File: config.mk
export PLATFORM = sky130hd
export DESIGN_NAME = soc_system_onchip_memory_arbiter
export DESIGN_NICKNAME = d
export VERILOG_FILES = /design/src/rtl/soc_system_mem_arb_pkg.sv /design/src/rtl/soc_system_rr_arb2.sv /design/src/rtl/soc_system_onchip_memory_arbiter.sv
export SDC_FILE = /design/constraint.sdc
export NUM_CORES = 1
export LEC_CHECK = 0
export BUFFER_PORTS_ARGS = -buffer_cell sky130_fd_sc_hd__buf_4
export CORE_AREA = 2 2 206 208
export CTS_CLUSTER_SIZE = 28
export DETAILED_ROUTE_END_ITERATION = 10
export DIE_AREA = 0 0 208 210
export GPL_TIMING_DRIVEN = 0
export PLACE_DENSITY = 0.39
export RECOVER_POWER = 25
export SLEW_MARGIN = 30
export SYNTH_ARGS = -nofsm -noshare
export SYNTH_HDL_FRONTEND = slang
export SYNTH_SLANG_ARGS = --single-unit
File: constraint.sdc
create_clock -name clk -period 2.13 [get_ports clk]
set_input_delay 0.426 -clock clk [delete_from_list [all_inputs] [get_ports clk]]
set_output_delay 0.426 -clock clk [all_outputs]
set_load 0.02 [all_outputs]
File: src/rtl/soc_system_mem_arb_pkg.sv
// Shared types and defaults for the two-master on-chip RAM arbiter.
package soc_system_mem_arb_pkg;

  localparam int ADDR_W_DEF = 13;
  localparam int DATA_W_DEF = 64;
  localparam int BE_W_DEF   = DATA_W_DEF / 8;

  // Master index: 0 = HPS lightweight bridge, 1 = acquisition engine.
  typedef logic mst_idx_t;

  typedef struct packed {
    logic [ADDR_W_DEF-1:0] address;
    logic [BE_W_DEF-1:0]   byteenable;
    logic                  read;
    logic                  write;
    logic [DATA_W_DEF-1:0] writedata;
  } req_bundle_t;

  // The master that did not win last time.
  function automatic mst_idx_t other_master(mst_idx_t idx);
    return ~idx;
  endfunction

endpackage

File: src/rtl/soc_system_rr_arb2.sv
// Two-way round-robin grant with the last-grant history register.
// Under contention the master that was not served last wins; a lone
// requester is always granted.
module soc_system_rr_arb2
  import soc_system_mem_arb_pkg::*;
(
  input  logic       clk,
  input  logic       rst,
  input  logic [1:0] req,
  input  logic       advance,
  output logic [1:0] grant
);

  mst_idx_t last_grant_q;
  mst_idx_t last_grant_d;

  // Combinational grant from the current requests and history.
  always_comb begin
    grant = 2'b00;
    case (req)
      2'b01:   grant = 2'b01;
      2'b10:   grant = 2'b10;
      2'b11:   grant[other_master(last_grant_q)] = 1'b1;
      default: grant = 2'b00;
    endcase
  end

  // History follows whoever was served on a granted cycle.
  always_comb begin
    last_grant_d = last_grant_q;
    if (advance) last_grant_d = grant[1];
  end

  // Reset to master 1 so master 0 wins the first contention.
  always_ff @(posedge clk or posedge rst) begin
    if (rst) last_grant_q <= 1'b1;
    else     last_grant_q <= last_grant_d;
  end

endmodule

File: src/rtl/soc_system_onchip_memory_arbiter.sv
// Two-master Avalon-MM style arbiter in front of the single-port 8192x64
// on-chip RAM. One access per clock, fair round-robin, read data returned
// one cycle after the accepted read (RAM registers the address only).
// Optional contention-stall counters: define SOC_SYSTEM_MEM_ARB_PERF_EN.
module soc_system_onchip_memory_arbiter
  import soc_system_mem_arb_pkg::*;
#(
  parameter int ADDR_W = ADDR_W_DEF,
  parameter int DATA_W = DATA_W_DEF,
  parameter int BE_W   = BE_W_DEF
) (
  input  logic              clk,
  input  logic              reset,
  input  logic [ADDR_W-1:0] m0_address,
  input  logic [BE_W-1:0]   m0_byteenable,
  input  logic              m0_read,
  input  logic              m0_write,
  input  logic [DATA_W-1:0] m0_writedata,
  output logic              m0_waitrequest,
  output logic [DATA_W-1:0] m0_readdata,
  output logic              m0_readdatavalid,
  input  logic [ADDR_W-1:0] m1_address,
  input  logic [BE_W-1:0]   m1_byteenable,
  input  logic              m1_read,
  input  logic              m1_write,
  input  logic [DATA_W-1:0] m1_writedata,
  output logic              m1_waitrequest,
  output logic [DATA_W-1:0] m1_readdata,
  output logic              m1_readdatavalid,
  output logic [ADDR_W-1:0] mem_address,
  output logic [BE_W-1:0]   mem_byteenable,
  output logic              mem_chipselect,
  output logic              mem_write,
  output logic [DATA_W-1:0] mem_writedata,
  output logic              mem_clken,
  input  logic [DATA_W-1:0] mem_readdata,
  input  logic              perf_clear,
  output logic [31:0]       perf_stall_m0,
  output logic [31:0]       perf_stall_m1
);

  logic        rdy_q;
  logic [1:0]  req;
  logic [1:0]  grant;
  req_bundle_t m0_b, m1_b, sel_b;
  logic        rd_accept;
  logic        rd_tag_valid_q, rd_tag_valid_d;
  mst_idx_t    rd_tag_q, rd_tag_d;

  // Hold both masters off until the first edge after reset release.
  always_ff @(posedge clk or posedge reset) begin
    if (reset) rdy_q <= 1'b0;
    else       rdy_q <= 1'b1;
  end

  assign m0_b.address    = m0_address;
  assign m0_b.byteenable = m0_byteenable;
  assign m0_b.read       = m0_read;
  assign m0_b.write      = m0_write;
  assign m0_b.writedata  = m0_writedata;
  assign m1_b.address    = m1_address;
  assign m1_b.byteenable = m1_byteenable;
  assign m1_b.read       = m1_read;
  assign m1_b.write      = m1_write;
  assign m1_b.writedata  = m1_writedata;

  assign req = {m1_read | m1_write, m0_read | m0_write} & {2{rdy_q}};

  soc_system_rr_arb2 u_rr_arb2 (
    .clk     (clk),
    .rst     (reset),
    .req     (req),
    .advance (|grant),
    .grant   (grant)
  );

  assign m0_waitrequest = ~grant[0];
  assign m1_waitrequest = ~grant[1];

  // Idle cycles leave master 0 on the RAM bus with chipselect low.
  assign sel_b          = grant[1] ? m1_b : m0_b;
  assign mem_chipselect = |grant;
  assign mem_address    = sel_b.address;
  assign mem_byteenable = sel_b.byteenable;
  assign mem_writedata  = sel_b.writedata;
  assign mem_write      = mem_chipselect & sel_b.write;
  assign mem_clken      = 1'b1;

  // Read+write together is treated as a write, so it never returns data.
  assign rd_accept = mem_chipselect & sel_b.read & ~sel_b.write;

  // Remember which master owns the data the RAM presents next cycle.
  always_comb begin
    rd_tag_valid_d = rd_accept;
    rd_tag_d       = rd_tag_q;
    if (rd_accept) rd_tag_d = grant[1];
  end

  // Async reset drops any in-flight read tag.
  always_ff @(posedge clk or posedge reset) begin
    if (reset) begin
      rd_tag_valid_q <= 1'b0;
      rd_tag_q       <= 1'b0;
    end else begin
      rd_tag_valid_q <= rd_tag_valid_d;
      rd_tag_q       <= rd_tag_d;
    end
  end

  assign m0_readdatavalid = rd_tag_valid_q & (rd_tag_q == 1'b0);
  assign m1_readdatavalid = rd_tag_valid_q & (rd_tag_q == 1'b1);
  assign m0_readdata      = mem_readdata;
  assign m1_readdata      = mem_readdata;

`ifdef SOC_SYSTEM_MEM_ARB_PERF_EN
  logic [31:0] stall0_q, stall0_d, stall1_q, stall1_d;

  function automatic logic [31:0] sat_inc(logic [31:0] v);
    return (v == 32'hFFFF_FFFF) ? v : v + 32'd1;
  endfunction

  // Count requested-but-refused cycles; clear beats a same-cycle increment.
  always_comb begin
    stall0_d = stall0_q;
    stall1_d = stall1_q;
    if (perf_clear) begin
      stall0_d = '0;
      stall1_d = '0;
    end else begin
      if (req[0] & ~grant[0]) stall0_d = sat_inc(stall0_q);
      if (req[1] & ~grant[1]) stall1_d = sat_inc(stall1_q);
    end
  end

  // Stall counter registers.
  always_ff @(posedge clk or posedge reset) begin
    if (reset) begin
      stall0_q <= '0;
      stall1_q <= '0;
    end else begin
      stall0_q <= stall0_d;
      stall1_q <= stall1_d;
    end
  end

  assign perf_stall_m0 = stall0_q;
  assign perf_stall_m1 = stall1_q;
`else
  logic unused_perf_clear;
  assign unused_perf_clear = perf_clear;
  assign perf_stall_m0     = '0;
  assign perf_stall_m1     = '0;
`endif

endmodule

==> reports/results.tsv <==
metric	value	unit
first-pass GRT wire length	21180	um
Overflow after GRT	0	
fin. max-slew vios	0	
status	complete, but fails checks	
pin count of the biggest net entering global routing	11	
effective utilization at floorplan	7.122	%
nets	1033	
final wirelength	15730	um
peak supply drop	0.0002442	V
cell area after synthesis	2954	um^2
Critical Path End Type	output port	
multi-input gate area in the final layout	1529	um^2
RR Startpoint	u_rr_arb2.last_grant_q	
f_max	0.4548	GHz
port bufs	394	
Clock Skew	0.004841	ns
# rows	75	
Horiz. Die Dim	208	um
ys async rst share	100.0	%
Post-synth EDFFs	0	
crit path kind	reg -> out	
hpwl dp	14130	um
initial antenna violation count	0	
final setup vio count	62	
Primary FF master, synth	dfrtp_1	
drt drc	0	
H-Tree Level Count	1	
CTS max path bufs	2	
antenna viol nets, final	0	
Detailed Routing Iterations Pass 1	4	
leak pwr	3.904	nW
commonest non-fill, non-tap cell in the layout	buf_4	
Seq/Total Area, Yosys	3.431	%
Tot Pwr	2.536	mW
Vias	3471	
crit-path leading delay family	flip-flops	
worst path buffer plus inverter count	3	
n_diodes	0	
crit path from	u_rr_arb2.last_grant_q	
crit-path max cell delay	0.53	ns
I/O pin count	525	
maxcap violations	0	
Hold Fails Final Rpt	0	
Worst-Skew Late Latency	0.23	ns
setup TNS	-2.168	ns
Filler cells	4747	
Worst EP required	1.70	ns
Mapped Cells	318	
post-route minimum period	2.199	ns
final hold slack	0.08447	ns
Syn. warnings	0	
CP startpoint kind	flip-flop	
PnR worst setup slack	-0.06854	ns
clock sink total	4	
core area	41480	um^2
CP arrival	1.77	ns
flops & latches, synth	4	
TritonCTS clock tree	done	
synthesis-to-finish area growth	142.1	%
GRT Total Usage	6.308	%
die area	43680	um^2
slowest CP cell	dfstp_2	
clock root buffer	clkbuf_16	
RSZ-0062 raised after global routing	yes	
Wirelength per Cell	11.83	um
sequential cell area	102.6	um^2
CP cell instances	o21ai_2 > nand2b_4 > buf_12 > clkbuf_16 > mux2_4 > buf_6	
Die Y	210	um
Routability Congestion	0.7215	
worst-path maximum fanout	7	
vias per cell	2.610	
DR iter-0 viols	76	
Cell Pwr Density	354.7	nW/um^2
synth top area cells	buf_4, mux2_4, mux2_2	
most frequent cells in the layout	buf_4, conb_1, buf_6, mux2_4, mux2_2	
CTS buffer count	3	
largest area contributor in the netlist	buf_4	
period utilization	103.2	%
Min-Delay Path Class	in -> async	
Yosys cell types	29	
share of cells above drive strength 1	85.08	%
failing checks	setup timing	
vias in the first global route	3318	
Syn Area/Cell	9.290	um^2
CTS clk-pin slew, worst paths	0.04	ns
share of the synthesized area in the top cell type	49.05	%
[cell type report]
cell class	instances	share of cell area, %
inverter	2	0.1050
buffer	201	22.33
tap	539	9.431
multi-input combinational	173	21.38
timing repair buffer	407	44.22
clock buffer	4	1.102
sequential	4	1.435
[report_power, final]
part / internal (mW) / switching, mW / total, mW
sequential: 0.0892 / 0.00911 / 0.0984
combinational: 1.18 / 0.941 / 2.12
clock: 0.249 / 0.0691 / 0.318
[per-layer routing]
metal,vias to the layer above,GRT usage (%),wire [um]
met5,-,0,0
met4,0,0.4402,21
met3,2,1.103,1106
met2,208,12.34,8820
met1,1520,7.395,5782
li1,1741,-,-
[cells by family after synthesis]
| kind of cell | after synthesis | synth area share (%) |
|---|---|---|
| muxes | 85 | 37.36 |
| DFF | 4 | 3.431 |
| and+or+nand+nor | 10 | 2.245 |
| other | 2 | 0.2542 |
| buffers and inverters | 205 | 53.58 |
| AOI/OAI and AO/OA | 12 | 3.135 |
[synth_stat cells (2+ instances only)]
master    count
a21oi_1       2
buf_12        4
buf_2         4
buf_4       193
conb_1        2
dfrtp_1       3
inv_1         2
mux2_2       46
mux2_4       39
nand2b_1      2
o21ai_0       2
o21ai_2       2
[per-stage QoR]
stage | worst slack [ns] | cell area (um^2) | util (%) | std cells
after floorplan | 0.2728 | 3194 | - | 382
after global placement | -0.1996 | 6827 | 16.46 | 1315
after detailed placement | -0.1912 | 6827 | 16.46 | 1315
after CTS | -0.1215 | 7202 | 17.36 | 1326
after global routing | -0.1509 | 7151 | 17.24 | 1330
final | -0.06854 | 7151 | 17.24 | 1330
[state kept, by name (all words and copies together), names as in the netlist]
name / count
rd_tag_q: 1
rd_tag_valid_q: 1
rdy_q: 1
u_rr_arb2.last_grant_q: 1
[worst register-to-register path: stages (launching register included)]
cell,delay [ns]
dfstp_2,0.53
buf_4,0.14
a21bo_2,0.12
a21oi_1,0.08
o211a_1,0.21
[path summary, 6_finish.rpt]
path | endpoint | slack [ns] | depth (start not counted)
hold reg to reg | rd_tag_valid_q | 0.57 | 1
setup / recovery | mem_writedata[56] | -0.07 | 6
hold / removal | rd_tag_q | 0.08 | 2
min in group clk | rd_tag_valid_q | 0.56 | 3
max in group asynchronous | u_rr_arb2.last_grant_q | 1.81 | 2
setup reg to reg | rd_tag_q | 0.95 | 4
[what timing repair did]
item | CTS | global route
endpoints found under the setup margin | 86 | 85
gates resized for setup | 59 | 10
hold buffers | 0 | 0
gates cloned | 2 | 1
buffers inserted | 6 | 5
Power figures use the tool's default switching activity.
